===== config.mk =====
export PLATFORM = sky130hd
export DESIGN_NAME = branch_predictor_btb_flat
export DESIGN_NICKNAME = d
export VERILOG_FILES = /design/src/rtl/branch_predictor_btb_if.sv /design/src/rtl/branch_predictor_btb.sv /design/src/flat_wrapper.sv
export SDC_FILE = /design/constraint.sdc
export NUM_CORES = 1
export LEC_CHECK = 0
export ABC_CLOCK_PERIOD_IN_PS = 3800
export BUFFER_PORTS_ARGS = -buffer_cell sky130_fd_sc_hd__buf_2
export CAP_MARGIN = 20
export CORE_ASPECT_RATIO = 0.6
export CORE_UTILIZATION = 60
export DETAILED_ROUTE_END_ITERATION = 8
export PLACE_DENSITY = 0.8
export SLEW_MARGIN = 25
export SYNTH_ARGS = -nofsm -noshare
export SYNTH_HDL_FRONTEND = slang
export SYNTH_SLANG_ARGS = --single-unit

===== constraint.sdc =====
create_clock -name CLK -period 3.8 [get_ports CLK]
set_clock_uncertainty 0.1 [all_clocks]
set_input_delay 0.38 -clock CLK [delete_from_list [all_inputs] [get_ports CLK]]
set_output_delay 0.38 -clock CLK [all_outputs]
set_load 0.1 [all_outputs]

===== src/rtl/branch_predictor_btb_if.sv =====
// rtl/branch_predictor_btb_if.sv - lookup/update/redirect signal bundle for the BTB predictor
interface branch_predictor_btb_if #(
  parameter int ADDR_W = 12
);
  logic [ADDR_W-1:0] LK_PC;
  logic              LK_HIT;
  logic              LK_TAKEN;
  logic [ADDR_W-1:0] LK_NEXT_PC;
  logic              UPD_VALID;
  logic [ADDR_W-1:0] UPD_PC;
  logic              UPD_TAKEN;
  logic [ADDR_W-1:0] UPD_TARGET;
  logic              UPD_PRED_TAKEN;
  logic [ADDR_W-1:0] UPD_PRED_PC;
  logic              FLUSH;
  logic [ADDR_W-1:0] REDIRECT_PC;
  logic [31:0]       NUM_UPD;
  logic [31:0]       NUM_MISPRED;

  modport master (
    output LK_PC, UPD_VALID, UPD_PC, UPD_TAKEN, UPD_TARGET, UPD_PRED_TAKEN, UPD_PRED_PC,
    input  LK_HIT, LK_TAKEN, LK_NEXT_PC, FLUSH, REDIRECT_PC, NUM_UPD, NUM_MISPRED
  );

  modport slave (
    input  LK_PC, UPD_VALID, UPD_PC, UPD_TAKEN, UPD_TARGET, UPD_PRED_TAKEN, UPD_PRED_PC,
    output LK_HIT, LK_TAKEN, LK_NEXT_PC, FLUSH, REDIRECT_PC, NUM_UPD, NUM_MISPRED
  );
endinterface


===== src/rtl/branch_predictor_btb.sv =====
// rtl/branch_predictor_btb.sv - direct-mapped BTB with saturating counters and mispredict redirect
module branch_predictor_btb #(
  parameter int ADDR_W  = 12,
  parameter int ENTRIES = 16,
  parameter int CTR_W   = 2
) (
  input logic              CLK,
  input logic              RSTn,
  branch_predictor_btb_if.slave bp
);
  localparam int IDX_W = $clog2(ENTRIES);
  localparam int TAG_W = ADDR_W - IDX_W - 2;
  localparam logic [CTR_W-1:0] CTR_WT  = CTR_W'(1) << (CTR_W - 1);
  localparam logic [CTR_W-1:0] CTR_WNT = CTR_WT - CTR_W'(1);
  localparam logic [CTR_W-1:0] CTR_MAX = '1;

  logic              validQ  [ENTRIES];
  logic [TAG_W-1:0]  tagQ    [ENTRIES];
  logic [ADDR_W-1:0] targetQ [ENTRIES];
  logic [CTR_W-1:0]  ctrQ    [ENTRIES];
  logic [31:0]       numUpdQ;
  logic [31:0]       numMispredQ;

  logic [IDX_W-1:0]  lkIdx;
  logic [TAG_W-1:0]  lkTag;
  logic              lkHit;
  logic              lkTaken;
  logic [IDX_W-1:0]  updIdx;
  logic [TAG_W-1:0]  updTag;
  logic              updHit;
  logic [ADDR_W-1:0] correctPc;
  logic              flush;

  assign lkIdx   = bp.LK_PC[IDX_W+1:2];
  assign lkTag   = bp.LK_PC[ADDR_W-1:IDX_W+2];
  assign lkHit   = validQ[lkIdx] && (tagQ[lkIdx] == lkTag);
  assign lkTaken = lkHit && ctrQ[lkIdx][CTR_W-1];

  assign bp.LK_HIT     = lkHit;
  assign bp.LK_TAKEN   = lkTaken;
  assign bp.LK_NEXT_PC = lkTaken ? targetQ[lkIdx] : bp.LK_PC + ADDR_W'(4);

  assign updIdx = bp.UPD_PC[IDX_W+1:2];
  assign updTag = bp.UPD_PC[ADDR_W-1:IDX_W+2];
  assign updHit = validQ[updIdx] && (tagQ[updIdx] == updTag);

  // Mispredict check stays live during reset so the pipeline can still squash.
  assign correctPc = bp.UPD_TAKEN ? bp.UPD_TARGET : bp.UPD_PC + ADDR_W'(4);
  assign flush     = bp.UPD_VALID &&
                     ((bp.UPD_PRED_TAKEN != bp.UPD_TAKEN) || (bp.UPD_PRED_PC != correctPc));

  assign bp.FLUSH       = flush;
  assign bp.REDIRECT_PC = correctPc;
  assign bp.NUM_UPD     = numUpdQ;
  assign bp.NUM_MISPRED = numMispredQ;

  always_ff @(posedge CLK) begin
    if (!RSTn) begin
      for (int i = 0; i < ENTRIES; i++) begin
        validQ[i] <= 1'b0;
        ctrQ[i]   <= CTR_WNT;
      end
      numUpdQ     <= '0;
      numMispredQ <= '0;
    end else if (bp.UPD_VALID) begin
      numUpdQ <= numUpdQ + 32'd1;
      if (flush) begin
        numMispredQ <= numMispredQ + 32'd1;
      end
      if (updHit) begin
        if (bp.UPD_TAKEN) begin
          targetQ[updIdx] <= bp.UPD_TARGET;
          if (ctrQ[updIdx] != CTR_MAX) begin
            ctrQ[updIdx] <= ctrQ[updIdx] + CTR_W'(1);
          end
        end else if (ctrQ[updIdx] != '0) begin
          ctrQ[updIdx] <= ctrQ[updIdx] - CTR_W'(1);
        end
      end else if (bp.UPD_TAKEN) begin
        // Untaken misses never allocate: they would only predict fall-through anyway.
        validQ[updIdx]  <= 1'b1;
        tagQ[updIdx]    <= updTag;
        targetQ[updIdx] <= bp.UPD_TARGET;
        ctrQ[updIdx]    <= CTR_WT;
      end
    end
  end
endmodule


===== src/flat_wrapper.sv =====
// flat-port wrapper written by rule: the top's interface ports become plain ports
module branch_predictor_btb_flat 
#(
  parameter int ADDR_W  = 12,
  parameter int ENTRIES = 16,
  parameter int CTR_W   = 2
)
  (CLK, RSTn, bp_LK_PC, bp_UPD_VALID, bp_UPD_PC, bp_UPD_TAKEN, bp_UPD_TARGET, bp_UPD_PRED_TAKEN, bp_UPD_PRED_PC, bp_LK_HIT, bp_LK_TAKEN, bp_LK_NEXT_PC, bp_FLUSH, bp_REDIRECT_PC, bp_NUM_UPD, bp_NUM_MISPRED);
  branch_predictor_btb_if #(.ADDR_W(ADDR_W)) bp_i ();
  input logic CLK;
  input logic RSTn;
  input wire logic [$bits(bp_i.LK_PC)-1:0] bp_LK_PC;
  input wire logic [$bits(bp_i.UPD_VALID)-1:0] bp_UPD_VALID;
  input wire logic [$bits(bp_i.UPD_PC)-1:0] bp_UPD_PC;
  input wire logic [$bits(bp_i.UPD_TAKEN)-1:0] bp_UPD_TAKEN;
  input wire logic [$bits(bp_i.UPD_TARGET)-1:0] bp_UPD_TARGET;
  input wire logic [$bits(bp_i.UPD_PRED_TAKEN)-1:0] bp_UPD_PRED_TAKEN;
  input wire logic [$bits(bp_i.UPD_PRED_PC)-1:0] bp_UPD_PRED_PC;
  output wire logic [$bits(bp_i.LK_HIT)-1:0] bp_LK_HIT;
  output wire logic [$bits(bp_i.LK_TAKEN)-1:0] bp_LK_TAKEN;
  output wire logic [$bits(bp_i.LK_NEXT_PC)-1:0] bp_LK_NEXT_PC;
  output wire logic [$bits(bp_i.FLUSH)-1:0] bp_FLUSH;
  output wire logic [$bits(bp_i.REDIRECT_PC)-1:0] bp_REDIRECT_PC;
  output wire logic [$bits(bp_i.NUM_UPD)-1:0] bp_NUM_UPD;
  output wire logic [$bits(bp_i.NUM_MISPRED)-1:0] bp_NUM_MISPRED;
  assign bp_i.LK_PC = bp_LK_PC;
  assign bp_i.UPD_VALID = bp_UPD_VALID;
  assign bp_i.UPD_PC = bp_UPD_PC;
  assign bp_i.UPD_TAKEN = bp_UPD_TAKEN;
  assign bp_i.UPD_TARGET = bp_UPD_TARGET;
  assign bp_i.UPD_PRED_TAKEN = bp_UPD_PRED_TAKEN;
  assign bp_i.UPD_PRED_PC = bp_UPD_PRED_PC;
  assign bp_LK_HIT = bp_i.LK_HIT;
  assign bp_LK_TAKEN = bp_i.LK_TAKEN;
  assign bp_LK_NEXT_PC = bp_i.LK_NEXT_PC;
  assign bp_FLUSH = bp_i.FLUSH;
  assign bp_REDIRECT_PC = bp_i.REDIRECT_PC;
  assign bp_NUM_UPD = bp_i.NUM_UPD;
  assign bp_NUM_MISPRED = bp_i.NUM_MISPRED;
  branch_predictor_btb #(.ADDR_W(ADDR_W), .ENTRIES(ENTRIES), .CTR_W(CTR_W)) u_core (.CLK(CLK), .RSTn(RSTn), .bp(bp_i));
endmodule

==> impl_metrics.yaml, run 1 <==
outcome:
  outcome: "finished with violations"
  violations: "setup timing"
setup_path:
  path_cells: "mux4_2 -> mux4_2 -> xnor2_2 -> nand4_1 -> nor4_4 -> and2_4 -> buf_12 -> mux2_4 -> buf_12"
  path_max_fanout: 8
  startpoint: "u_core.tagQ[13][3]"
  r2r-start: "u_core.tagQ[14][3]"
  r2r-end: "u_core.ctrQ[3][0]"
  r2r_slack_ns: 0.37
  endpoint_kind: "primary output"
  start_kind: "register"
  critPathArrivalTime_ns: 3.54
  r2r_cells: 11
  slowest_delay_ns: 0.54
  worstSetupPathType: "reg2out"
  cp_top_family: "multiplexers"
  path_buf_inv: 2
  worstPathRequired_ns: 3.32
  critPathCapture: "bp_LK_NEXT_PC[5]"
  slowest_stage: "mux4_2"
  cp.depth: 9
placed_design:
  placed_cells: 1842
  dp_hpwl_um: 34580
  io_buffer_count: 143
  placed_area_mm2: 0.02086
  gp_congestion: 0.9906
  pre_cts_ws_ns: 0.03977
sta:
  fmax_mhz: 248.7
  tightestPinTransition_ns: 0.8612
  slew_violations: 0
  relSlewSlack: 0.4252
  whs_ns: 0.1038
  period_share: 1.058
  period_minus_slack_ns: 4.021
  rsz0062_at_grt: "true"
  finalSetupViolCount: 13
  tns_ns: -2.218
  hold_viol_final: 0
  worst_slack_ns: -0.2210
detailed_routing:
  vias: 13050
  first_iter_violations: 1889
  ant_nets: 0
  wl_per_cell_um: 27.41
  drt-total-wl_um: 52690
  routed_via_density: 6.788
  drc: 0
  drt_pass1_iterations: 5
final_layout:
  area_delta_synth_final_pct: 17.22
  utilization: 0.7148
  final_cell_area_mm2: 0.02232
  final_common_cell: "edfxtp_1"
  layout-drive-gt1-share: 0.3162
  n_fill_cell: 1971
  multi_input_area_mm2: 0.007402
  stdcell_count: 1922
  seqCellArea_mm2: 0.01121
  nets: 1534
  final_cell_mix: "edfxtp_1, mux4_2, buf_2"
global_routing:
  grt_first_pass_wirelength_um: 79310
  grt-ovfl-total: 0
  antenna_found_initial: 6
  track_usage: 0.3307
  first_global_vias: 12800
  grt_start_max_net_pins: 79
hold_path:
  min_path_type: "in2reg"
clock_tree:
  ctsHtreeMaxLevel: 2
  cts_sinks: 400
  cts_tree: "yes"
  cts_buffers: 36
  clockBufferDepth: 3
  clk_latency_ns: 0.56
  cts_root_buf: "clkbuf_16"
  clk_pin_slew_ns: 0.07
  ctsHoldBuffers: 0
logic_synthesis:
  yosys.area.top_type: "edfxtp_1"
  yosysSeqAreaShare: 0.5889
  synth_top_family_by_area: "multiplexers"
  yosysWarnings: 0
  synth_cell_types: 67
  synth_edf_count: 320
  async_reset_ff_frac: 0
  synth_flop_cell: "edfxtp_1"
  synthMuxAreaShare: 0.1817
  syn-cell-area_mm2: 0.01904
  syn_avg_cell_area_um2: 14.78
  yosys-top-cells-area: "edfxtp_1, mux4_2, dfxtp_1"
  synth_seq_cells: 400
  synth-adder-area-share: 0.004601
  synth_compound_area_frac: 0.07394
  synth_top_area_share: 0.5048
  synth_xor_area_frac: 0.02616
  syn_nets: 1348
  synth-simple-area-share: 0.09885
  syn_inst: 1288
die:
  start_util: 0.6098
  die_y_um: 140.0
  num_rows: 50
  die_w_um: 232.0
  core_mm2: 0.03122
  die_area_mm2: 0.03247
  io_pins: 144
power_and_ir_drop:
  power_density_mw_per_mm2: 433.1
  finalPower_mw: 9.665
  ir_drop_uv: 276.5
  leakage_nw: 7.609
run:
  max_cap_violations: 0
[cells by family after synthesis]
logic type | count (synthesis)
buffers and inverters | 108
AOI/OAI and AO/OA | 178
xor gates and xnor gates | 52
adders and majority gates | 7
DFF | 400
and+or+nand+nor | 359
muxes | 184
[metal layers]
| layer | global-route usage | vias to the layer above | wire length [um] |
|---|---|---|---|
| met5 | 0 | - | 23 |
| met4 | 0.08622 | 4 | 1196 |
| met3 | 0.09426 | 110 | 6863 |
| met2 | 0.4817 | 849 | 23700 |
| met1 | 0.4926 | 6549 | 20900 |
| li1 | - | 5535 | - |
[worst min path at each step]
stage / startpoint / end / slack [ns] / cells past startpoint
2_1_floorplan: u_core.validQ[10] / u_core.validQ[10] / 0.34 / 2
3_3_place_gp: u_core.validQ[11] / u_core.validQ[11] / 0.36 / 2
3_5_place_dp: u_core.validQ[12] / u_core.validQ[12] / 0.37 / 2
4_1_cts: RSTn / u_core.bp.NUM_MISPRED[6] / 0.09 / 3
5_1_grt: bp_UPD_TARGET[0] / u_core.targetQ[11][0] / 0.13 / 1
6_report: RSTn / u_core.bp.NUM_MISPRED[6] / 0.10 / 3
[final cells by class]
class	count	area share
well taps	416	0.02332
clock inverters	20	0.01048
inverters	16	0.002747
diodes	4	0.0004486
multi-input cells	780	0.3317
clock buffers	46	0.04441
flip-flops and latches	400	0.5024
repair buffers	240	0.08450
[tightest hold or removal path: stages]
cell	delay [ns]
buf_2	0.17
nand2b_1	0.09
mux2i_1	0.06
[registers in the layout, indices dropped and copies added, names as in the netlist]
register and count:
u_core.targetQ 192, u_core.tagQ 96, u_core.ctrQ 32, u_core.bp.NUM_MISPRED 32, u_core.bp.NUM_UPD 32, u_core.validQ 16
[report_power, final]
group | leakage (nW) | internal [mW] | total, mW | switching [mW]
sequential | 3.54 | 4.76 | 4.78 | 0.0213
clock | 0.594 | 2.20 | 3.85 | 1.65
combinational | 3.48 | 0.378 | 1.03 | 0.656
total | 7.61 | 7.33 | 9.67 | 2.33
[synthesized netlist by cell type (5+ instances only)]
library cell,number
nor4_1,10
o31ai_1,21
buf_2,24
and3_1,11
nand2_1,75
xor2_1,21
nor2b_1,19
o41ai_1,25
a22oi_1,12
nand4_1,19
a311oi_2,10
xnor2_1,28
mux2_2,12
ha_1,7
o21ai_0,37
o41ai_2,7
nand2b_1,29
edfxtp_1,320
o311ai_0,15
nor2_1,77
buf_1,7
or4_1,5
nor3_1,21
clkbuf_1,49
nand3_1,43
or3_1,17
inv_1,16
and2_1,9
dfxtp_1,80
mux4_2,128
a311oi_1,6
and4_1,5
a21oi_1,21
mux2i_1,43
buf_4,9
[timing repair]
action	4_1_cts	5_1_grt
pin swaps	3	1
buffers inserted	6	4
gates resized for setup	25	7
endpoints found under the setup margin	13	13
hold endpoints to repair	0	0
Power figures use the tool's default switching activity.
==> inputs of run 2 (changes only) <==
--- a/config.mk
+++ b/config.mk
@@ -5,7 +5,7 @@
 export SDC_FILE = /design/constraint.sdc
 export NUM_CORES = 1
 export LEC_CHECK = 0
-export ABC_CLOCK_PERIOD_IN_PS = 3800
+export ABC_CLOCK_PERIOD_IN_PS = 4200
 export BUFFER_PORTS_ARGS = -buffer_cell sky130_fd_sc_hd__buf_2
 export CAP_MARGIN = 20
 export CORE_ASPECT_RATIO = 0.6
==> constraint.sdc (replaced) <==
create_clock -name CLK -period 4.2 [get_ports CLK]
set_clock_uncertainty 0.1 [all_clocks]
set_input_delay 0.42 -clock CLK [delete_from_list [all_inputs] [get_ports CLK]]
set_output_delay 0.42 -clock CLK [all_outputs]
set_load 0.1 [all_outputs]
==> run 2 against run 1 <==
Net effect: the run now ends clean; worst hold slack improved by 0.077 ns; combinational power down 14%; core utilization is 0.95 points lower; via count is 1.5% higher; sequential power shrank 9.4%; total power fell by 7.4%; count of clock-buffer cells in the layout down 3; non-clock buffer count down 18; sequential cell count stayed put; register-to-register slack better by 0.33 ns; largest cell class unchanged.
==> impl_metrics.yaml, run 2 (synthesis results as in run 1) <==
setup_path:
  r2r-end: "u_core.ctrQ[7][0]"
  start_kind: "register"
  path_buf_inv: 1
  slowest_delay_ns: 0.49
  endpoint_kind: "primary output"
  r2r_cells: 8
  path_max_fanout: 4
  path_cells: "mux4_2 -> mux4_2 -> xnor2_1 -> nand4_1 -> nor4_4 -> and2_4 -> mux2_2 -> buf_2"
  worstPathRequired_ns: 3.68
  slowest_stage: "mux4_2"
  worstSetupPathType: "reg2out"
  cp_top_family: "multiplexers"
  r2r_slack_ns: 0.70
  critPathArrivalTime_ns: 3.60
  cpMostUsedCell: "mux4_2"
  r2r-start: "u_core.tagQ[3][1]"
detailed_routing:
  first_iter_violations: 1937
  routed_via_density: 6.953
  vias: 13250
  wl_per_cell_um: 27.66
  ant_nets: 0
  drt-total-wl_um: 52680
  drc: 0
  drt_pass1_iterations: 6
die:
  num_rows: 50
  die_w_um: 232.0
  core_mm2: 0.03122
  die_y_um: 140.0
  die_area_mm2: 0.03247
  start_util: 0.6098
  io_pins: 144
sta:
  period_share: 0.9817
  relSlewSlack: 0.4839
  slew_violations: 0
  rsz0062_at_grt: "false"
  finalSetupViolCount: 0
  hold_viol_final: 0
  fmax_mhz: 242.5
  period_minus_slack_ns: 4.123
  worst_slack_ns: 0.07677
  tightestPinTransition_ns: 0.7733
clock_tree:
  cts_root_buf: "clkbuf_16"
  clk_latency_ns: 0.55
  ctsHtreeMaxLevel: 2
  clk_pin_slew_ns: 0.07
  clockBufferDepth: 3
  cts_tree: "yes"
  ctsHoldBuffers: 0
  cts_sinks: 400
  cts_buffers: 38
global_routing:
  track_usage: 0.3277
  grt-ovfl-total: 0
  first_global_vias: 12530
  grt_start_max_net_pins: 48
  antenna_found_initial: 3
  grt_first_pass_wirelength_um: 78470
final_layout:
  area_delta_synth_final_pct: 15.67
  nets: 1518
  reg_top3: "u_core.targetQ x192, u_core.tagQ x96"
  largest_reg_flops: 192
  final_cell_mix: "edfxtp_1, buf_2, mux4_2"
  layout-drive-gt1-share: 0.3122
  n_fill_cell: 1965
  top_register: "u_core.targetQ"
  final_common_cell: "edfxtp_1"
  final_cell_area_mm2: 0.02202
outcome:
  outcome: "complete, no violations"
placed_design:
  io_buffer_count: 143
  gp_congestion: 0.9120
  placed_area_mm2: 0.02063
  dp_hpwl_um: 33580
  pre_cts_ws_ns: 0.03680
power_and_ir_drop:
  ir_drop_uv: 328.7
  power_density_mw_per_mm2: 406.5
  leakage_nw: 7.466
  finalPower_mw: 8.952
hold_path:
  min-delay-start: "bp_UPD_TARGET[0]"
  min_path_type: "in2reg"
  min_delay_worst_endpoint: "u_core.targetQ[2][0]"
  min_delay_path_depth: 1
run:
  max_cap_violations: 0
-- run 2: cell count changes in the layout (fill, tap and decap cells not counted), moves of 3 or more --
cell        previous run  this run
buf_12                31        12
buf_2                123       132
buf_4                 85        76
clkinv_1               6         1
clkbuf_1               7         3
bufinv_16              5         8
clkinvlp_4             2         5
mux2_2                 5         8
mux2_4                 8         5
-- run 2: layout make-up --
cell class | count | area (um2) | area share
diodes | 3 | 7.507 | 0.0003409
clock buffers | 43 | 989.7 | 0.04495
clock inverters | 25 | 362.8 | 0.01648
inverters | 16 | 60.06 | 0.002727
multi-input cells | 780 | 7378 | 0.3351
flip-flops and latches | 400 | 11210 | 0.5091
well taps | 416 | 520.5 | 0.02364
repair buffers | 222 | 1490 | 0.06767
-- run 2: worst max path at each step --
stage                             startpoint           endpoint  slack [ns]  depth (start not counted)
final                     u_core.tagQ[11][4]  bp_LK_NEXT_PC[11]        0.08                          8
after global routing      u_core.tagQ[10][0]  bp_LK_NEXT_PC[11]        0.03                          8
after CTS                 u_core.tagQ[11][4]  bp_LK_NEXT_PC[11]        0.10                          8
after detailed placement        bp_UPD_PC[2]  u_core.ctrQ[7][0]        0.04                         10
after global placement          bp_UPD_PC[2]  u_core.ctrQ[5][0]        0.14                         10
after floorplan                  bp_LK_PC[2]  bp_LK_NEXT_PC[10]       -0.31                          9
-- run 2: power by group --
part,switching [mW],internal [mW]
logic,0.579,0.303
registers,0.0201,4.31
clock network,1.53,2.21
total,2.13,6.82
-- run 2: worst reg2reg max path, cell delays in order (launching register included) --
cell and delay [ns]:
edfxtp_1 0.44, mux4_2 0.48, mux2_2 0.29, or2_0 0.22, a221oi_2 0.23, nor2_1 0.16
o31a_1 0.54, buf_4 0.27, o41ai_2 0.43
-- run 2: stage by stage --
step / instances / hold WS [ns] / TNS, ns / utilization
after detailed placement: 1832 / 0.3615 / 0 / 0.6608
final: 1905 / 0.1812 / 0 / 0.7054
after floorplan: 1288 / 0.3366 / -2.938 / -
after global routing: 1904 / 0.1752 / 0 / 0.7053
after global placement: 1832 / 0.3565 / 0 / 0.6608
after CTS: 1902 / 0.1644 / 0 / 0.7051
-- run 2: timing repair --
item	CTS	global route
setup buffers	2	0
gates cloned	0	0
endpoints found under the hold margin	0	0
resized for setup	0	1
endpoints found under the setup margin	3	1
-- run 2: per-layer routing --
layer	GRT usage	share of wire
met5	0	0
met3	0.08978	0.13
met1	0.4835	0.39
met4	0.09245	0.025
met2	0.4812	0.45
==> inputs of run 3 (changes only) <==
--- a/config.mk
+++ b/config.mk
@@ -9,9 +9,10 @@
 export BUFFER_PORTS_ARGS = -buffer_cell sky130_fd_sc_hd__buf_2
 export CAP_MARGIN = 20
 export CORE_ASPECT_RATIO = 0.6
-export CORE_UTILIZATION = 60
+export CORE_MARGIN = 2
+export CORE_UTILIZATION = 50
 export DETAILED_ROUTE_END_ITERATION = 8
-export PLACE_DENSITY = 0.8
+export PLACE_DENSITY = 0.68
 export SLEW_MARGIN = 25
 export SYNTH_ARGS = -nofsm -noshare
 export SYNTH_HDL_FRONTEND = slang
==> run 3 against run 2 <==
Net effect: wire length shrank 0.80%; largest cell class unchanged; highest routed layer unchanged; core utilization shrank 12 points; cell count grew 4.7%; register-to-register slack lost 0.19 ns.
==> impl_metrics.yaml, run 3 (synthesis results as in run 1) <==
outcome:
  outcome: "complete, no violations"
clock_tree:
  ctsHtreeMaxLevel: 2
  cts_sinks: 400
  cts_tree: "yes"
  clk_pin_slew_ns: 0.06
  ctsHoldBuffers: 0
  cts_buffers: 38
  clockBufferDepth: 3
  cts_root_buf: "clkbuf_16"
  clk_latency_ns: 0.55
placed_design:
  placed_cells: 1926
  io_buffer_count: 143
  dp_hpwl_um: 34560
  placed_area_mm2: 0.02072
  pre_cts_ws_ns: 0.1895
  gp_congestion: 0.8586
die:
  die_y_um: 155.1
  die_area_mm2: 0.03970
  io_pins: 144
  start_util: 0.5067
  die_w_um: 255.9
  core_mm2: 0.03757
  num_rows: 55
global_routing:
  grt_start_max_net_pins: 85
  track_usage: 0.2632
  first_global_vias: 12240
  antenna_found_initial: 1
  grt_first_pass_wirelength_um: 77710
  grt-ovfl-total: 0
final_layout:
  area_delta_synth_final_pct: 15.08
  final_common_cell: "edfxtp_1"
  n_fill_cell: 2972
  top_register: "u_core.targetQ"
  nets: 1513
  final_cell_area_mm2: 0.02191
  largest_reg_flops: 192
  stdcell_count: 1994
  reg_top3: "u_core.targetQ x192, u_core.tagQ x96"
  final_cell_mix: "edfxtp_1, buf_2, mux4_2"
  layout-drive-gt1-share: 0.3014
sta:
  relSlewSlack: 0.3872
  worst_slack_ns: 0.1218
  slew_violations: 0
  whs_ns: 0.1290
  hold_viol_final: 0
  period_share: 0.9710
  fmax_mhz: 245.2
  tns_ns: 0
  period_minus_slack_ns: 4.078
  rsz0062_at_grt: "false"
  tightestPinTransition_ns: 0.9168
  finalSetupViolCount: 0
setup_path:
  start_kind: "register"
  critPathCapture: "bp_LK_NEXT_PC[3]"
  r2r-start: "u_core.tagQ[9][5]"
  path_max_fanout: 10
  worstPathRequired_ns: 3.68
  startpoint: "u_core.tagQ[12][0]"
  r2r_cells: 9
  r2r-end: "u_core.ctrQ[14][1]"
  worstSetupPathType: "reg2out"
  r2r_slack_ns: 0.51
  critPathArrivalTime_ns: 3.56
  endpoint_kind: "primary output"
detailed_routing:
  drc: 0
  drt_pass1_iterations: 5
  first_iter_violations: 1720
  ant_nets: 0
  routed_via_density: 6.327
  wl_per_cell_um: 26.21
  vias: 12620
  drt-total-wl_um: 52260
power_and_ir_drop:
  leakage_nw: 7.364
  power_density_mw_per_mm2: 390.4
  ir_drop_uv: 238.0
hold_path:
  min_path_type: "in2reg"
run:
  max_cap_violations: 0
[run 3: repair_timing]
item,in CTS,in global routing
gates resized for setup,0,1
setup buffers,0,0
setup endpoints to repair,0,5
[run 3: how the worst min path moves through the flow]
stage	from	end	slack [ns]	cells after the start
CTS	bp_UPD_PC[9]	u_core.tagQ[9][3]	0.1	1
global route	bp_UPD_PC[9]	u_core.tagQ[9][3]	0.11	1
floorplan	u_core.validQ[10]	u_core.validQ[10]	0.34	2
global placement	u_core.bp.NUM_MISPRED[31]	u_core.bp.NUM_MISPRED[31]	0.35	2
detailed placement	u_core.validQ[2]	u_core.validQ[2]	0.37	2
finish	bp_UPD_PC[9]	u_core.tagQ[9][3]	0.13	1
[run 3: critical path: stages (launching register included)]
cell	delay, ns
edfxtp_1	0.42
mux4_2	0.48
mux4_2	0.49
xnor2_1	0.23
nand4_1	0.17
nor4_4	0.28
and2_4	0.23
buf_6	0.19
mux2_4	0.35
buf_12	0.17
[run 3: cell type report]
type / instances / area, um2 / share of cell area
repair buffers: 217 / 1429 / 0.06522
flip-flops and latches: 400 / 11210 / 0.5117
diodes: 1 / 2.502 / 0.0001142
clock inverters: 20 / 146.4 / 0.006682
clock buffers: 47 / 1026 / 0.04683
multi-input cells: 780 / 7390 / 0.3373
inverters: 16 / 61.31 / 0.002799
well taps: 513 / 641.9 / 0.02930
[run 3: power breakdown]
group,switching (mW),total (mW),internal (mW)
Combinational,0.585,0.887,0.302
Clock,1.48,3.34,1.86
Sequential,0.0188,4.33,4.31
[run 3: layer usage]
| layer | wire length [um] | global-route usage | up-vias |
|---|---|---|---|
| li1 | - | - | 5491 |
| met1 | 22730 | 0.4022 | 6390 |
| met2 | 22980 | 0.3821 | 662 |
| met3 | 5457 | 0.06012 | 73 |
| met4 | 1098 | 0.06628 | 0 |
| met5 | 0 | 0 | - |
[run 3: metrics by stage]
step | power [mW] | utilization
final | 8.552 | 0.5831
after floorplan | 5.010 | -
after global routing | 8.794 | 0.5830
after global placement | 5.275 | 0.5513
after detailed placement | 5.288 | 0.5515
after CTS | 8.579 | 0.5827
